`src/rtl/multicycle_control.sv`:
```
// Sequencing FSM for the multi-cycle MIPS core: drives every datapath select and
// write enable per phase, stalls on memory wait states and halts on faults.
module multicycle_control #(
    parameter int CNT_W    = 32,
    parameter int MAX_WAIT = 15
) (
    input  logic             clk,
    input  logic             rst,
    input  logic [5:0]       opcode,
    input  logic             mem_ready,
    output logic             PCWrite,
    output logic             PCWriteCond,
    output logic             IorD,
    output logic             MemRead,
    output logic             MemWrite,
    output logic             IRWrite,
    output logic             MemtoReg,
    output logic             RegDst,
    output logic             RegWrite,
    output logic             ALUSrcA,
    output logic [1:0]       ALUSrcB,
    output logic [1:0]       ALUOp,
    output logic [1:0]       PCSource,
    output logic [3:0]       state,
    output logic             halted,
    output logic             illegal_op,
    output logic             mem_timeout,
    output logic [CNT_W-1:0] instr_count
);

    typedef enum logic [3:0] {
        S_IDLE    = 4'd0,
        S_FETCH   = 4'd1,
        S_DECODE  = 4'd2,
        S_MEMADDR = 4'd3,
        S_MEMRD   = 4'd4,
        S_MEMWB   = 4'd5,
        S_MEMWR   = 4'd6,
        S_EXEC    = 4'd7,
        S_RWB     = 4'd8,
        S_BRANCH  = 4'd9,
        S_JUMP    = 4'd10,
        S_ADDIEX  = 4'd11,
        S_ADDIWB  = 4'd12,
        S_HALT    = 4'd13
    } state_t;

    localparam logic [5:0] OP_RTYPE = 6'b000000;
    localparam logic [5:0] OP_LW    = 6'b100011;
    localparam logic [5:0] OP_SW    = 6'b101011;
    localparam logic [5:0] OP_BEQ   = 6'b000100;
    localparam logic [5:0] OP_J     = 6'b000010;
    localparam logic [5:0] OP_ADDI  = 6'b001000;
    localparam logic [7:0] MAX_WAIT_C = 8'(MAX_WAIT);

    state_t           state_reg, state_next;
    logic [7:0]       wait_cnt_reg, wait_cnt_next;
    logic [CNT_W-1:0] instr_count_reg;
    logic             illegal_op_reg, mem_timeout_reg;
    logic             in_wait_state, wait_expired;
    logic             retire, set_illegal, set_timeout;

    always_ff @(posedge clk or negedge rst) begin
        if (!rst) begin
            state_reg       <= S_IDLE;
            wait_cnt_reg    <= 8'd0;
            instr_count_reg <= '0;
            illegal_op_reg  <= 1'b0;
            mem_timeout_reg <= 1'b0;
        end else begin
            state_reg    <= state_next;
            wait_cnt_reg <= wait_cnt_next;
            if (retire)
                instr_count_reg <= instr_count_reg + CNT_W'(1);
            if (set_illegal)
                illegal_op_reg <= 1'b1;
            if (set_timeout)
                mem_timeout_reg <= 1'b1;
        end
    end

    // Only the three memory-facing states accumulate wait cycles; every other
    // state (and any completed access) leaves the counter at zero for the next entry.
    assign in_wait_state = (state_reg == S_FETCH) || (state_reg == S_MEMRD) ||
                           (state_reg == S_MEMWR);
    assign wait_expired  = in_wait_state && !mem_ready &&
                           ((wait_cnt_reg + 8'd1) == MAX_WAIT_C);
    assign wait_cnt_next = (in_wait_state && !mem_ready) ? wait_cnt_reg + 8'd1 : 8'd0;

    always_comb begin
        state_next  = state_reg;
        set_illegal = 1'b0;
        set_timeout = 1'b0;
        PCWrite     = 1'b0;
        PCWriteCond = 1'b0;
        IorD        = 1'b0;
        MemRead     = 1'b0;
        MemWrite    = 1'b0;
        IRWrite     = 1'b0;
        MemtoReg    = 1'b0;
        RegDst      = 1'b0;
        RegWrite    = 1'b0;
        ALUSrcA     = 1'b0;
        ALUSrcB     = 2'b00;
        ALUOp       = 2'b00;
        PCSource    = 2'b00;
        case (state_reg)
            S_IDLE: state_next = S_FETCH;
            S_FETCH: begin
                MemRead = 1'b1;
                ALUSrcB = 2'b01;
                IRWrite = mem_ready;
                PCWrite = mem_ready;
                if (mem_ready) begin
                    state_next = S_DECODE;
                end else if (wait_expired) begin
                    state_next  = S_HALT;
                    set_timeout = 1'b1;
                end
            end
            S_DECODE: begin
                ALUSrcB = 2'b11;
                case (opcode)
                    OP_RTYPE:     state_next = S_EXEC;
                    OP_LW, OP_SW: state_next = S_MEMADDR;
                    OP_BEQ:       state_next = S_BRANCH;
                    OP_J:         state_next = S_JUMP;
                    OP_ADDI:      state_next = S_ADDIEX;
                    default: begin
                        state_next  = S_HALT;
                        set_illegal = 1'b1;
                    end
                endcase
            end
            S_MEMADDR: begin
                ALUSrcA    = 1'b1;
                ALUSrcB    = 2'b10;
                state_next = (opcode == OP_LW) ? S_MEMRD : S_MEMWR;
            end
            S_MEMRD: begin
                MemRead = 1'b1;
                IorD    = 1'b1;
                if (mem_ready) begin
                    state_next = S_MEMWB;
                end else if (wait_expired) begin
                    state_next  = S_HALT;
                    set_timeout = 1'b1;
                end
            end
            S_MEMWB: begin
                RegWrite   = 1'b1;
                MemtoReg   = 1'b1;
                state_next = S_FETCH;
            end
            S_MEMWR: begin
                // Strobe stays up across the whole wait; the memory latches on mem_ready.
                MemWrite = 1'b1;
                IorD     = 1'b1;
                if (mem_ready) begin
                    state_next = S_FETCH;
                end else if (wait_expired) begin
                    state_next  = S_HALT;
                    set_timeout = 1'b1;
                end
            end
            S_EXEC: begin
                ALUSrcA    = 1'b1;
                ALUOp      = 2'b10;
                state_next = S_RWB;
            end
            S_RWB: begin
                RegWrite   = 1'b1;
                RegDst     = 1'b1;
                state_next = S_FETCH;
            end
            S_BRANCH: begin
                ALUSrcA     = 1'b1;
                ALUOp       = 2'b01;
                PCWriteCond = 1'b1;
                PCSource    = 2'b01;
                state_next  = S_FETCH;
            end
            S_JUMP: begin
                PCWrite    = 1'b1;
                PCSource   = 2'b10;
                state_next = S_FETCH;
            end
            S_ADDIEX: begin
                ALUSrcA    = 1'b1;
                ALUSrcB    = 2'b10;
                state_next = S_ADDIWB;
            end
            S_ADDIWB: begin
                RegWrite   = 1'b1;
                state_next = S_FETCH;
            end
            S_HALT:  state_next = S_HALT;
            default: state_next = S_HALT;
        endcase
    end

    // Any return to FETCH from a post-decode state completes an instruction.
    assign retire = (state_next == S_FETCH) &&
                    (state_reg != S_IDLE) && (state_reg != S_FETCH);

    assign state       = state_reg;
    assign halted      = (state_reg == S_HALT);
    assign illegal_op  = illegal_op_reg;
    assign mem_timeout = mem_timeout_reg;
    assign instr_count = instr_count_reg;

endmodule

```
`config.mk`:
```
export PLATFORM = sky130hd
export DESIGN_NAME = multicycle_control
export DESIGN_NICKNAME = d
export VERILOG_FILES = /design/src/rtl/multicycle_control.sv
export SDC_FILE = /design/constraint.sdc
export NUM_CORES = 1
export LEC_CHECK = 0
export BUFFER_PORTS_ARGS = -buffer_cell sky130_fd_sc_hd__buf_4
export CORE_MARGIN = 5
export CORE_UTILIZATION = 49
export CTS_CLUSTER_SIZE = 20
export DETAILED_ROUTE_END_ITERATION = 8
export PLACE_DENSITY = 0.76
export SYNTH_ARGS = -nofsm -noshare
export SYNTH_HDL_FRONTEND = slang
export SYNTH_SLANG_ARGS = --single-unit
```
`constraint.sdc`:
```
create_clock -name clk -period 2.2 [get_ports clk]
set_input_delay 0.11 -clock clk [delete_from_list [all_inputs] [get_ports clk]]
set_output_delay 0.11 -clock clk [all_outputs]
set_load 0.03 [all_outputs]
```
==> impl_metrics.ini, run 1 <==
[run_status]
outcome = complete, no violations

[floorplan]
num_io_pins = 64
die_h_um = 86
floorplan.initialDensity_pct = 50.77
dieArea_um2 = 7396
chipWidth_um = 86
core_area_um2 = 5574
num_rows = 27

[hold_path]
hold_depth = 2
worstHoldStart = mem_ready
hold-path-endpoint = state[1]
hp-class = primary input to flop

[timing]
worstMarginPinSlew_ns = 0.5824
drv_slew = 0
max_slew_margin_pct = 60.92
finClkSkew_ns = 0.007734
hold_viol = 0
setup_viol = 0
setup_tns_ns = 0
rsz0062_at_grt = true
fin_crit_sh_pct = 98.87
fmax_ghz = 0.4597
layout_min_cycle_time_ns = 2.175

[global_routing]
grt_max_degree = 47
first_global_vias = 2514
grt_overflow = 0
track_usage_pct = 19.34
grt_pass1_wl_mm = 11.78
antenna_found_initial = 0

[setup_path]
r2r-end = instr_count[19]
crit_path_max_fanout = 11
r2r_start = state[1]
end_kind = flop
worst_path_max_delay_cell = dfrtp_2
reg2reg_depth = 8
slowest_delay_ns = 0.47
r2r_setup_slack_ns = 0.02
critical_path.startpoint_type = flop
cp.required_ns = 2.38
critical_path_class = flop to flop
cp_cell_sequence = nor3b_4 > mux2i_1 > or2_4 > a2111oi_4 > buf_4 > buf_12 > nand4_1 > xnor2_1
arrival_ns = 2.36

[logic_synthesis]
synthDistinctLibCells = 61
synthFlopType = dfrtp_1
synth_edf_count = 0
ys_seq_area_share_pct = 40.67
yosys_warnings = 0
postSynthCellCount = 290
async_flop_share_pct = 100.0
syn_nets = 302
synth-seq-cells = 46
syn_area_um2 = 2830
avgSynthCellArea_um2 = 9.759

[power_and_ir_drop]
clock_power_share_pct = 37.9
powerDensity_nw_per_um2 = 381.3
comb_power_share_pct = 3.6
p_leak_nw = 1.742
p_sw_mw = 0.3264
p_int_mw = 1.117
p_sw_share_pct = 22.62
seq_power_share_pct = 58.5
vdd_drop_max_v = 0.0003662

[route]
firstDrtPassIters = 6
viasPerCell = 5.538
wl_mm = 6.896
drc_errors = 0
detail-route-antenna-nets = 0
drt_iter0_drc = 55
avgRoutedWirePerCell_um = 15.32
vias = 2492

[layout]
drive_above_1_share_pct = 37.30
final_area_um2 = 3785
seqCellArea_um2 = 1156
syn_to_final_growth_pct = 33.73
final_cells = 450
fillers = 476
antennaDiodeCount = 0
post-route-util_pct = 67.90
mostFrequentLayoutCell = buf_4
fin_nets = 389
largest_register_ffs = 32
layout_common_cells = buf_4, dfrtp_1, xnor2_1
multiInputGateArea_um2 = 1642

[clocking]
cts.sinks = 46
cts_htree_levels = 2
numCtsBuffers = 5
clk_latency_ns = 0.30
cts-root-buf = clkbuf_8
clk_pin_slew_worst_paths_ns = 0.09
cts_buffer_depth = 2
cts_tree = done

[placed_design]
place_area_um2 = 3578
dp_hpwl_mm = 4.929
gp_congestion = 0.8407
place_inst = 436
io_buffer_count = 63

[run]
maxCapViolations = 0
## cells by family after synthesis
logic type	Yosys count	synth area share (%)
compound gates	32	10.17
simple gates	143	30.11
fa+ha+maj	3	1.326
flops	46	40.67
buf+inv	23	4.155
xor+xnor	41	12.69
mux	2	0.8840
## worst max path at each step
stage | startpoint | endpoint | slack (ns) | cells after the start
floorplan | state[2] | instr_count[20] | -0.004 | 8
global placement | state[3] | instr_count[15] | 0.09 | 7
detailed placement | state[3] | instr_count[21] | 0.06 | 7
CTS | state[3] | PCWrite | 0.03 | 5
global route | state[2] | instr_count[19] | -0.11 | 9
finish | state[1] | instr_count[19] | 0.02 | 8
## routing by layer
layer | up-vias | track usage (%) | share of wire, %
met5 | - | 0 | 0
met4 | 0 | 4.892 | 1.3
met3 | 8 | 4.131 | 6.3
met2 | 63 | 30.48 | 47
met1 | 1200 | 27.02 | 45
li1 | 1221 | - | -
## power by group through the flow
stage / clock network, mW / logic [mW] / registers [mW]
3_5_place_dp: 0 / 0.0512 / 0.861
2_1_floorplan: 0 / 0.0142 / 0.862
6_report: 0.546 / 0.0522 / 0.845
3_3_place_gp: 0 / 0.0511 / 0.861
4_1_cts: 0.565 / 0.0530 / 0.845
5_1_grt: 0.605 / 0.0595 / 0.845
## final cells by class
| type | count | area share (%) |
|---|---|---|
| Tap cell | 72 | 2.380 |
| Timing Repair Buffer | 99 | 20.79 |
| Multi-Input combinational cell | 221 | 43.37 |
| Clock inverter | 2 | 0.3306 |
| Inverter | 4 | 0.3967 |
| Sequential cell | 46 | 30.55 |
| Clock buffer | 6 | 2.182 |
## synthesized netlist by cell type (2+ instances only)
cell	n	area, um^2
buf_6	2	22.52
a211o_2	2	20.02
buf_4	2	15.01
nand3b_1	3	22.52
clkbuf_1	4	15.01
a21oi_1	4	20.02
or2_2	4	25.02
nand2_1	11	41.29
nand4_1	31	193.9
xnor2_1	36	315.3
and3_1	21	131.4
nor2b_1	3	18.77
o21ai_0	3	15.01
buf_2	7	35.03
inv_1	4	15.01
nor2_1	22	82.58
and2_1	9	56.30
xor2_1	5	43.79
a211o_1	2	17.52
nand2b_1	5	31.28
a21boi_0	2	15.01
and3b_1	2	17.52
buf_1	4	15.01
ha_1	3	37.54
nand3_1	12	60.06
dfrtp_1	46	1151
nor3_1	4	20.02
nor4_1	3	18.77
o211ai_1	2	15.01
## per-stage QoR
stage	power, mW	setup slack, ns	hold WS, ns
2_1_floorplan	0.8759	-0.003553	-0.1856
3_3_place_gp	0.9126	0.08840	0.1558
3_5_place_dp	0.9127	0.05735	0.1509
4_1_cts	1.462	0.02827	0.03324
5_1_grt	1.509	-0.1122	0.04126
6_report	1.443	0.02477	0.04421
## worst max-delay path, delay by kind of cell, from the launching register on
kind                      cells  cell delay [ns]
AOI/OAI and AO/OA             1             0.34
xor gates and xnor gates      1             0.17
buffers and inverters         2             0.33
DFF                           1             0.47
muxes                         1             0.11
and+or+nand+nor               3             0.62
## timing repair
action / in CTS / in global routing
setup buffers: 0 / 4
hold buffers: 1 / 0
endpoints found under the hold margin: 46 / 0
resized for setup: 0 / 13
endpoints found under the setup margin: 0 / 33
Power figures use the tool's default switching activity.
==> inputs of run 2 (changes only) <==
- CORE_UTILIZATION: 49 -> 54
- PLACE_DENSITY: 0.76 -> 0.8
- clock period: 2.2 -> 2.1 ns (I/O delays scaled with it)
==> impl_metrics.ini, run 2 (synthesized netlist as in run 1, its figures left out) <==
[power_and_ir_drop]
p_leak_nw = 1.822
p_total_mw = 1.505
clock_power_share_pct = 37.5
p_sw_mw = 0.3346
p_int_mw = 1.171
powerDensity_nw_per_um2 = 380.3
vdd_drop_max_v = 0.0003439
seq_power_share_pct = 58.8
comb_power_share_pct = 3.7
p_sw_share_pct = 22.23

[placed_design]
io_buffer_count = 63
place_inst = 444
place_area_um2 = 3666
dp_hpwl_mm = 5.085
gp_congestion = 0.8337

[clocking]
cts.sinks = 46
cts_tree = done
clk_pin_slew_worst_paths_ns = 0.09
numCtsBuffers = 5
cts_buffer_depth = 2
cts_htree_levels = 2
clk_latency_ns = 0.30
cts-root-buf = clkbuf_8

[setup_path]
arrival_ns = 2.36
crit_path_max_fanout = 10
slowest_delay_ns = 0.47
crit_family = compound AO/OA/AOI/OAI gates
r2r_start = state[1]
cp_cell_sequence = clkbuf_2 > nand2b_1 > a21oi_2 > o32ai_2 > a2111oi_4 > buf_4 > clkbuf_16 > nand4_1 > xnor2_1
cp.required_ns = 2.29
critPathBufInv = 3
r2r_setup_slack_ns = -0.07
r2r-end = instr_count[13]
cp.depth = 9
end_kind = flop
critical_path_class = flop to flop
reg2reg_depth = 9
critical_path.startpoint_type = flop
worst_path_max_delay_cell = dfrtp_2
crit_start = state[1]
endpoint = instr_count[13]

[layout]
antennaDiodeCount = 0
layout_common_cells = buf_4, dfrtp_1, xnor2_1
drive_above_1_share_pct = 41.52
largest_register_ffs = 32
fin_nets = 406
syn_to_final_growth_pct = 39.88
final_area_um2 = 3959
mostFrequentLayoutCell = buf_4
final_cells = 465

[floorplan]
core_area_um2 = 5107
chipWidth_um = 82.40
num_io_pins = 64
dieArea_um2 = 6789
die_h_um = 82.40
num_rows = 26
floorplan.initialDensity_pct = 55.41

[timing]
layout_min_cycle_time_ns = 2.166
fin_hold_ws_ns = 0.05030
fin_crit_sh_pct = 103.1
hold_viol = 0
rsz0062_at_grt = true
setup_viol = 21
finClkSkew_ns = 0.005868
fmax_ghz = 0.4617
drv_slew = 0
setup_slack_ns = -0.06613
max_slew_margin_pct = 61.47
worstMarginPinSlew_ns = 0.5779

[route]
drt_iter0_drc = 139
avgRoutedWirePerCell_um = 16.21
m1WireLength_mm = 3.284
viasPerCell = 5.680
firstDrtPassIters = 4
vias = 2641
drc_errors = 0
wl_met3_um = 392
dr_wl_met2_mm = 3.726
highest_layer = met4
wl_mm = 7.537
detail-route-antenna-nets = 0

[hold_path]
worstHoldStart = mem_ready
hp-class = primary input to flop

[global_routing]
track_usage_pct = 23.05
grt_max_degree = 47
grt_pass1_wl_mm = 12.02
antenna_found_initial = 0
grt_overflow = 0
first_global_vias = 2530

[run_status]
outcome = finished with violations
failed_checks = setup timing

[run]
maxCapViolations = 0
## run 2: metrics by stage
| step | utilization, % | setup slack (ns) | setup TNS (ns) |
|---|---|---|---|
| finish | 77.51 | -0.06613 | -0.8611 |
| global route | 77.51 | -0.2022 | -3.823 |
| CTS | 74.57 | 0.0004656 | 0 |
| detailed placement | 71.78 | -0.04472 | -0.06994 |
| global placement | 71.78 | 0.01554 | 0 |
| floorplan | - | -0.04132 | -0.5837 |
## run 2: final cells by class
cell class | count | area (um^2)
Timing Repair Buffer | 116 | 902.1
Clock inverter | 2 | 12.51
Tap cell | 70 | 87.58
Sequential cell | 46 | 1159
Inverter | 4 | 15.01
Multi-Input combinational cell | 221 | 1700
Fill cell | 352 | 1149
Clock buffer | 6 | 82.58
## run 2: power groups by stage
stage          registers, mW  logic (mW)  clock network (mW)
2_1_floorplan          0.903      0.0151                   0
3_3_place_gp           0.902      0.0546                   0
3_5_place_dp           0.902      0.0550                   0
4_1_cts                0.885      0.0567               0.585
5_1_grt                0.885      0.0630               0.610
6_report               0.885      0.0558               0.565
## run 2: what timing repair did
action | 4_1_cts | 5_1_grt
gates cloned | 0 | 1
setup endpoints to repair | 24 | 32
endpoints found under the hold margin | 46 | 0
buffers inserted | 4 | 8
pin swaps | 4 | 16
hold buffers | 1 | 0
resized for setup | 3 | 16
## run 2: worst min-delay path by stage
stage	endpoint	slack, ns	cells after the start
6_report	state[1]	0.05	2
5_1_grt	state[1]	0.05	2
4_1_cts	state[1]	0.03	2
3_5_place_dp	instr_count[22]	0.15	1
3_3_place_gp	instr_count[22]	0.15	1
2_1_floorplan	illegal_op	-0.19	0
## run 2: metal layers
| layer | vias up | GRT usage, % |
|---|---|---|
| met4 | 0 | 6.811 |
| met5 | - | 0 |
| met3 | 13 | 3.579 |
| li1 | 1264 | - |
| met1 | 1282 | 31.29 |
| met2 | 82 | 37.98 |
